`config.mk`:
```
export PLATFORM = sky130hd
export DESIGN_NAME = sram_port_arbiter
export DESIGN_NICKNAME = d
export VERILOG_FILES = /design/src/rtl/sram_port_arbiter.sv
export SDC_FILE = /design/constraint.sdc
export NUM_CORES = 1
export LEC_CHECK = 0
export ABC_AREA = 1
export CAP_MARGIN = 20
export CELL_PAD_IN_SITES_DETAIL_PLACEMENT = 1
export CELL_PAD_IN_SITES_GLOBAL_PLACEMENT = 1
export CORE_MARGIN = 2
export CORE_UTILIZATION = 29
export CTS_CLUSTER_DIAMETER = 80
export DETAILED_ROUTE_END_ITERATION = 16
export PLACE_DENSITY_LB_ADDON = 0.25
export SLEW_MARGIN = 30
export SYNTH_ARGS = -nofsm -noshare
export SYNTH_HDL_FRONTEND = slang
export SYNTH_SLANG_ARGS = --single-unit
```
`constraint.sdc`:
```
create_clock -name clk -period 1.8 [get_ports clk]
set_input_delay 0.45 -clock clk [delete_from_list [all_inputs] [get_ports clk]]
set_output_delay 0.45 -clock clk [all_outputs]
set_load 0.05 [all_outputs]
```
`src/rtl/sram_port_arbiter.sv`:
```
// Two-requester arbiter/sequencer for Dualport_SRAM: one command cycle per access, read data after RD_LAT.
// Round-robin by default; define SRAM_ARB_FIXED_PRI_EN for fixed priority (A wins ties).
module sram_port_arbiter #(
  parameter int AW     = 8,
  parameter int DW     = 4,
  parameter int RD_LAT = 1
) (
  input  logic          clk,
  input  logic          rst,
  input  logic          req_a,
  input  logic          we_a,
  input  logic [AW-1:0] addr_a,
  input  logic [DW-1:0] wdata_a,
  output logic          ack_a,
  output logic [DW-1:0] rdata_a,
  input  logic          req_b,
  input  logic          we_b,
  input  logic [AW-1:0] addr_b,
  input  logic [DW-1:0] wdata_b,
  output logic          ack_b,
  output logic [DW-1:0] rdata_b,
  output logic          mem_cs,
  output logic          mem_we,
  output logic          mem_re,
  output logic [AW-1:0] mem_addr,
  output logic [DW-1:0] mem_din,
  input  logic [DW-1:0] mem_dout,
  output logic          busy
);

  typedef enum logic [1:0] {IDLE, CMD, WAIT, RESP} state_t;

  localparam logic [1:0] CNT_INIT = 2'(RD_LAT - 1);

  state_t     state;
  logic       last_grant;  // 0 = A, 1 = B
  logic       owner;
  logic       op_we;
  logic [1:0] cnt;
  logic       pick_b;

`ifdef SRAM_ARB_FIXED_PRI_EN
  assign pick_b = req_b && !req_a;
`else
  // On a tie the requester that was not granted last time wins.
  assign pick_b = req_b && (!req_a || !last_grant);
`endif

  assign busy = (state != IDLE);

  always_ff @(posedge clk) begin
    if (rst) begin
      state      <= IDLE;
      last_grant <= 1'b1;
      owner      <= 1'b0;
      op_we      <= 1'b0;
      cnt        <= 2'd0;
      ack_a      <= 1'b0;
      ack_b      <= 1'b0;
      rdata_a    <= '0;
      rdata_b    <= '0;
      mem_cs     <= 1'b0;
      mem_we     <= 1'b0;
      mem_re     <= 1'b0;
      mem_addr   <= '0;
      mem_din    <= '0;
    end else begin
      ack_a  <= 1'b0;
      ack_b  <= 1'b0;
      mem_cs <= 1'b0;
      mem_we <= 1'b0;
      mem_re <= 1'b0;
      case (state)
        IDLE: begin
          if (req_a || req_b) begin
            owner      <= pick_b;
            last_grant <= pick_b;
            op_we      <= pick_b ? we_b : we_a;
            mem_addr   <= pick_b ? addr_b : addr_a;
            mem_din    <= pick_b ? wdata_b : wdata_a;
            mem_cs     <= 1'b1;
            mem_we     <= pick_b ? we_b : we_a;
            mem_re     <= pick_b ? !we_b : !we_a;
            state      <= CMD;
          end
        end
        CMD: begin
          if (op_we) begin
            ack_a <= !owner;
            ack_b <= owner;
            state <= RESP;
          end else begin
            cnt   <= CNT_INIT;
            state <= WAIT;
          end
        end
        WAIT: begin
          if (cnt == 2'd0) begin
            if (owner) rdata_b <= mem_dout;
            else       rdata_a <= mem_dout;
            ack_a <= !owner;
            ack_b <= owner;
            state <= RESP;
          end else begin
            cnt <= cnt - 2'd1;
          end
        end
        RESP:    state <= IDLE;
        default: state <= IDLE;
      endcase
    end
  end

endmodule
```
# After elaboration in Yosys (flattened, before gate mapping)
# Cells that the tools add are included.
[totals]
reg_bits = 32
wordCells = 62
[classes]
addsub = 1
n_eq_ne = 7
mux = 18
bitwise_logic = 3
n_reduce_logical = 19
[op_table]
columns = ["cell", "count"]
rows = [
  ["AND reduction 3 bit", 3],
  ["2-to-1 mux 1 bit", 8],
  ["2-to-1 mux 2 bit", 4],
  ["2-to-1 mux 8 bit", 1],
  ["inequality test 2 bit, second input constant", 4],
  ["case mux 2 bit (4 select lines)", 1],
  ["zero test 1 bit", 5],
  ["== test 2 bit, second input constant", 2],
  ["zero test 2 bit", 2],
  ["2-to-1 mux 4 bit", 1],
  ["case mux 1 bit (2 select lines)", 2],
  ["case mux 2 bit (2 select lines)", 1],
  ["AND reduction 2 bit", 2],
  ["nonzero test 2 bit", 2],
  ["inverter 1 bit", 3],
  ["OR reduction 3 bit", 1],
  ["== test 2 x 1 -> 1 bit, second input constant", 1],
  ["logical OR 1 bit", 2],
  ["OR reduction 2 bit", 1],
  ["subtractor 2 x 1 -> 2 bit, second input constant", 1],
  ["logical AND 1 bit", 1],
]

# Longest topological paths before layout
# Gate-level depths: netlist (run 1).
[depth]
depth_word = 4
depth_mapped = 8
ltp_nobuf = 8

# Worst setup path after synthesis (run 1)
# OpenSTA, ideal clock, no wires.
[synth_timing]
kind = "register -> register"
startpoint = "register state[0]"
endpoint = "register mem_din[2]"
arrival_ns = 1.339
t_required_ns = 1.684
slack_ns = 0.345
stages_incl_launch_ff = 8
n_path_buf = 1
synth_period_minus_slack_ns = 1.455
cell_sequence = "dfxtp_1 > inv_1 > ha_1 > inv_2 > nor2_8 > buf_6 > o21ai_1 > nor2_2"
[synth_via]
elab_chain_len = 2
[synth_rtl]
columns = ["element", "line", "rtl"]
rows = [
  ["start: declaration", "35", "state_t state;"],
  ["start signal: assignment", "53", "state <= IDLE;"],
  ["start signal: assignment", "84", "state <= CMD;"],
  ["start signal: assignment", "91", "state <= RESP;"],
  ["zero test 2 bit", "73", "case (state)"],
  ["AND reduction 2 bit (no line)", "-", ""],
  ["end signal: assignment", "80", "mem_din <= pick_b ? wdata_b : wdata_a;"],
  ["end: declaration", "26", "output logic [DW-1:0] mem_din,"],
]
# No other way between the ends.
# A chain may end at the register's enable or synchronous reset.

# Final worst setup path (run 1)
[layout_timing]
startpoint = "register state[0]"
endpoint = "output busy"
[layout_via]
elab_chain_len = 1
[layout_rtl]
columns = ["element", "line", "rtl"]
rows = [
  ["nonzero test 2 bit", "49", "assign busy = (state != IDLE);"],
  ["end: declaration", "28", "output logic busy"],
]
# No other way between the ends.

==> out/summary.txt, run 1 <==
Cell count after synthesis: 216
Flop and latch count out of synthesis: 32
Placed insts: 344
Sequential share of power: 0.285
Async S/R FF share, synth: 0
Final Setup Violations: 0
Critical path's top delay family: flip-flops
Slew headroom: 0.804
Worst-Margin Slew: 0.291 ns
Power density over the cells: 1640 mW/mm²
Initial antenna violation count: 0
Share of cells above drive strength 1: 0.177
H-tree depth: 2
Design internal power: 1.98 mW
Combinational power share: 0.560
Post-Route WL: 3.77 mm
DR iter-0 viols: 23
First-pass GRT wire length: 6.38 mm
GRT Total Usage: 0.137
Final number of hold-violating endpoints: 0
Crit-path cells: inv_1, ha_2, inv_2, buf_12
Seq/Total Area, Yosys: 0.426
Crit path capture type: primary output
Ys Warns: 0
Die W: 76.0 µm
Ant diodes: 0
Critical setup path kind: reg2out
Dpl hpwl: 2.94 mm
Largest driver fanout on the critical path: 4
Setup tns final: 0 ns
Commonest non-fill, non-tap cell in the layout: nor2_1
Core Footprint: 0.00504 mm²
Slew Limit Fails: 0
Reg clk slew, reported paths: 0.07 ns
Layout Nets: 322
Min Tclk post-route: 1.68 ns
CTS sink cnt: 32
Commonest cells after routing, fill and taps aside: 50 x nor2_1, 42 x nand2_1, 33 x clkdlybuf4s50_1
Cts hold-fix bufs: 0
Fmax: 595 MHz
Via density: 4.29
Pin count of the biggest net entering global routing: 26
Peak supply drop: 1.12 mV
Crit path largest cell delay: 0.38 ns
Outcome: completed
Die Area: 0.00578 mm²
Startpoint types: flip-flop
Antenna Nets Post-Route: 0
Post-synth cell types: 20
CTS buffer count: 5
CP required: 1.35 ns
Clock root buffer master: clkbuf_8
Clk Latency, worst-skew pair: 0.28 ns
Critical Path Slowest Stage Cell: dfxtp_1
Starting density of the core: 0.299
Ys flop type: dfxtp_1
Height of the die: 76.0 µm
Post-layout util: 0.445
Crit path DAT: 1.23 ns
CP Buf/Inv Count: 3
RSZ-0062 raised after global routing: no
Syn avg cell area: 6.97 µm²
Ports: 60
Port Buffers: 59
Sw Ratio: 0.461
Routed vias: 1515
Area delta synth->final: 49.0%
Class of the worst hold path: reg2reg
# DRC: 0
Filler-free cell count of the finished design: 353
Post-Synthesis Cell Area: 0.00151 mm²
Total congestion overflow: 0
Iteration count of the initial detailed-routing pass: 4
Max-cap check violation count: 0
Tcrit/Tclk final: 0.934
Number of cell rows: 26
Post-synth EDFFs: 0
Pleak: 1.06 nW
Clock Path Buffers: 2
CTS tree: done
Sw power: 1.70 mW
Clock share of power: 0.155
GPL Wtd Cong: 0.792
Synth Net Count: 256
Vias in the first global route: 1463
Wire length per cell: 10.7 µm
Clock Skews: 0.00747 ns
==> layout make-up <==
cell class	instances	area, µm²
Inverter	32	120
Clock buffer	6	82.6
Fill cell	641	2800
Sequential cell	32	641
Clock inverter	2	10.0
Tap cell	70	87.6
Multi-Input combinational cell	146	693
Timing Repair Buffer	65	608
==> path summary, 6_finish.rpt <==
check	startpoint	end	slack, ns	depth (start not counted)
worst max register to register	state[0]$_SDFFE_PP0P_	mem_din[2]$_SDFFE_PP0P_	0.25	9
worst min register to register	rdata_b[0]$_SDFFE_PP0P_	rdata_b[0]$_SDFFE_PP0P_	0.44	2
worst min-delay path	rdata_b[0]$_SDFFE_PP0P_	rdata_b[0]$_SDFFE_PP0P_	0.44	2
worst max-delay path	state[0]$_SDFFE_PP0P_	busy	0.12	4
==> power by group through the flow <==
| stage | registers (mW) | clock network, mW | logic, mW |
|---|---|---|---|
| after detailed placement | 1.07 | 0 | 2.05 |
| after global placement | 1.06 | 0 | 2.02 |
| final | 1.05 | 0.569 | 2.06 |
| after CTS | 1.05 | 0.596 | 2.08 |
| after floorplan | 1.58 | 0 | 0.923 |
| after global routing | 1.08 | 0.625 | 2.27 |
==> sequential cells by signal, indices dropped and copies added (netlist names) <==
register	count
ack_a	1
ack_b	1
cnt	2
last_grant	1
mem_addr	8
mem_cs	1
mem_din	4
mem_re	1
mem_we	1
op_we	1
owner	1
rdata_a	4
rdata_b	4
state	2
==> kinds of logic (layout without fill, tap and decap cells) <==
logic type	count (synthesis)	in the layout	share of synthesized area
adders and majority gates	6	6	0.0499
AOI/OAI and AO/OA	32	32	0.106
and+or+nand+nor	108	108	0.303
buffers and inverters	38	105	0.116
DFF	32	32	0.426
==> cells in the mapped netlist, drive strengths merged, types with 2 or more instances <==
cell / number / area [µm²]
a21oi: 9 / 45.0
buf: 5 / 50.0
or2: 2 / 12.5
ha: 6 / 75.1
nand2: 43 / 164
nor2: 54 / 231
dfxtp: 32 / 641
o21ai: 23 / 115
nand3: 7 / 35.0
inv: 32 / 120
==> tightest hold or removal path: stages (launching register included) <==
cell	delay (ns)
dfxtp_1	0.31
inv_1	0.05
a21oi_1	0.05
==> routing by layer <==
metal | wire, µm | global-route usage | up-vias
met2 | 1880 | 0.246 | 27
met1 | 1630 | 0.148 | 689
li1 | - | - | 791
met4 | 84 | 0.0764 | 0
met3 | 173 | 0.0308 | 8
met5 | 0 | 0 | -
==> timing repair <==
action | 4_1_cts | 5_1_grt
gates resized for setup | 0 | 1
pin swaps | 0 | 0
buffers inserted | 1 | 0
endpoints found under the setup margin | 1 | 1
==> per-stage QoR <==
step	power, mW	setup slack, ns	hold slack [ns]	cell area, µm²
after global placement	3.08	0.125	0.433	2140
after floorplan	2.50	0.345	0.426	1510
after global routing	3.98	0.0331	0.476	2240
after CTS	3.73	0.0433	0.450	2240
after detailed placement	3.12	0.0985	0.439	2140
final	3.68	0.119	0.444	2240
Note: power is estimated with default switching activity, not from simulation.
==> run 2, diff against run 1 <==
Clock period 1.8 ns to 1.6 ns, I/O delays scaled along.
==> run 2 against run 1 <==
Effect of this change: global-route usage up 1.5 points; sequential power up 23%; register-to-register slack worse by 0.07 ns; sequential cell count unchanged; sequential share of layout area down 3.9 points; via count up 0.53%; total power up 33%; clock power up 36%; largest cell class is now non-clock buffers; highest routed layer unchanged.
==> out/summary.txt, run 2 (same netlist as run 1, synthesis figures left out) <==
Layout Nets: 324 (was 322)
Routed wl met2: 2.04 mm (was 1.88 mm)
Pin count of the biggest net entering global routing: 26 (unchanged)
First-pass GRT wire length: 7.07 mm (was 6.38 mm)
Ant diodes: 0 (unchanged)
Critical setup path kind: reg2out (unchanged)
H-tree depth: 2 (unchanged)
Reg clk slew, reported paths: 0.07 ns (about the same)
Number of cell rows: 26 (unchanged)
# DRC: 0 (unchanged)
Core Footprint: 0.00504 mm² (unchanged)
Area delta synth->final: 73.4% (was 49.0%)
CP required: 1.20 ns (was 1.35 ns)
Final Setup Violations: 0 (unchanged)
Crit path capture type: primary output (unchanged)
Total congestion overflow: 0 (unchanged)
Commonest non-fill, non-tap cell in the layout: nor2_1 (unchanged)
Max FFs per register: 8 (unchanged)
Max-cap check violation count: 0 (unchanged)
Dpl hpwl: 3.23 mm (was 2.94 mm)
DR WL met3: 165 µm (was 173 µm)
Commonest cells after routing, fill and taps aside: 50 x nor2_1, 42 x nand2_1, 33 x clkdlybuf4s50_1 (unchanged)
Clock Skews: 0.00910 ns (was 0.00747 ns)
Initial antenna violation count: 0 (unchanged)
Class of the worst hold path: reg2reg (unchanged)
Largest driver fanout on the critical path: 4 (unchanged)
Ports: 60 (unchanged)
Worst-Margin Slew: 0.274 ns (was 0.291 ns)
Port Buffers: 59 (unchanged)
RSZ-0062 raised after global routing: no (unchanged)
Crit path largest cell delay: 0.37 ns (was 0.38 ns)
Outcome: completed (unchanged)
Slew headroom: 0.816 (was 0.804)
GPL Wtd Cong: 0.782 (was 0.792)
CTS tree: done (unchanged)
Crit-path cells: inv_2, ha_4, inv_2, buf_12 (was inv_1, ha_2, inv_2, buf_12)
DR iter-0 viols: 41 (was 23)
Wire length per cell: 11.4 µm (was 10.7 µm)
Share of cells above drive strength 1: 0.193 (was 0.177)
Antenna Nets Post-Route: 0 (unchanged)
Clock root buffer master: clkbuf_8 (unchanged)
Crit path DAT: 1.13 ns (was 1.23 ns)
Crit-path most repeated cell: inv_2
Post-Route WL: 4.05 mm (was 3.77 mm)
WL met1: 1.78 mm (was 1.63 mm)
Top Metal Used: met4 (unchanged)
GRT Total Usage: 0.152 (was 0.137)
Top reg by flops: mem_addr (unchanged)
Iteration count of the initial detailed-routing pass: 4 (unchanged)
Slew Limit Fails: 0 (unchanged)
Height of the die: 76.0 µm (unchanged)
Peak supply drop: 1.09 mV (was 1.12 mV)
Startpoint types: flip-flop (unchanged)
Via density: 4.29 (about the same)
CTS sink cnt: 32 (unchanged)
Clk Latency, worst-skew pair: 0.29 ns (was 0.28 ns)
Total power: 4.91 mW (was 3.68 mW)
Critical Path Slowest Stage Cell: dfxtp_2 (was dfxtp_1)
Post-layout util: 0.518 (was 0.445)
Fmax: 652 MHz
Power density over the cells: 1880 mW/mm² (was 1640 mW/mm²)
Tcrit/Tclk final: 0.958
Clock Path Buffers: 2 (unchanged)
Min Tclk post-route: 1.53 ns
CTS buffer count: 5 (unchanged)
Die W: 76.0 µm (unchanged)
Final number of hold-violating endpoints: 0 (unchanged)
Die Area: 0.00578 mm² (unchanged)
Routed vias: 1523 (was 1515)
Starting density of the core: 0.299 (unchanged)
Pleak: 1.16 nW (was 1.06 nW)
Vias in the first global route: 1554 (was 1463)
run 2: power breakdown:
group	internal, mW	total [mW]	leakage (nW)	switching (mW)
Combinational	1.34	2.85	0.844	1.51
Clock	0.462	0.772	0.0552	0.310
Sequential	1.05	1.29	0.264	0.237
Total	2.85	4.91	1.16	2.06
run 2: stage by stage:
step / TNS [ns] / setup WS, ns / instances / hold slack, ns / area (µm²)
floorplan: 0 / 0.145 / 216 / 0.426 / 1510
global placement: -0.0960 / -0.0453 / 346 / 0.465 / 2480
detailed placement: -0.485 / -0.0982 / 346 / 0.483 / 2480
CTS: 0 / 0.0137 / 355 / 0.490 / 2610
global route: 0 / 0.0154 / 355 / 0.504 / 2610
finish: 0 / 0.0670 / 355 / 0.473 / 2610
run 2: worst max-delay path, delay by kind of cell (launching register included):
kind       cells  cell delay, ns
fa+ha+maj      1            0.18
buf+inv        3            0.29
flops          1            0.37
run 2: timing repair:
item	4_1_cts	5_1_grt
pin swaps	1	0
endpoints found under the setup margin	1	2
hold buffers	0	0
setup buffers	1	0
resized for setup	4	2
run 2: area by class of cell:
class	instances	area (µm²)
Clock inverter	2	35.0
Timing Repair Buffer	67	948
Tap cell	70	87.6
Clock buffer	6	72.6
Inverter	32	120
Multi-Input combinational cell	146	703
Fill cell	601	2430
Sequential cell	32	643
run 2: routing by layer:
metal	track usage	up-vias
li1	-	796
met1	0.176	694
met2	0.265	27
met3	0.0462	6
met4	0.0545	0
met5	0	-
run 2: path summary, 6_finish.rpt:
check,startpoint,end,slack (ns),cells after the start
setup / recovery,state[0]$_SDFFE_PP0P_,busy,0.07,4
setup reg to reg,state[0]$_SDFFE_PP0P_,mem_din[2]$_SDFFE_PP0P_,0.18,9
hold reg to reg,owner$_SDFFE_PP0P_,ack_a$_SDFF_PP0_,0.47,1
hold / removal,owner$_SDFFE_PP0P_,ack_a$_SDFF_PP0_,0.47,1
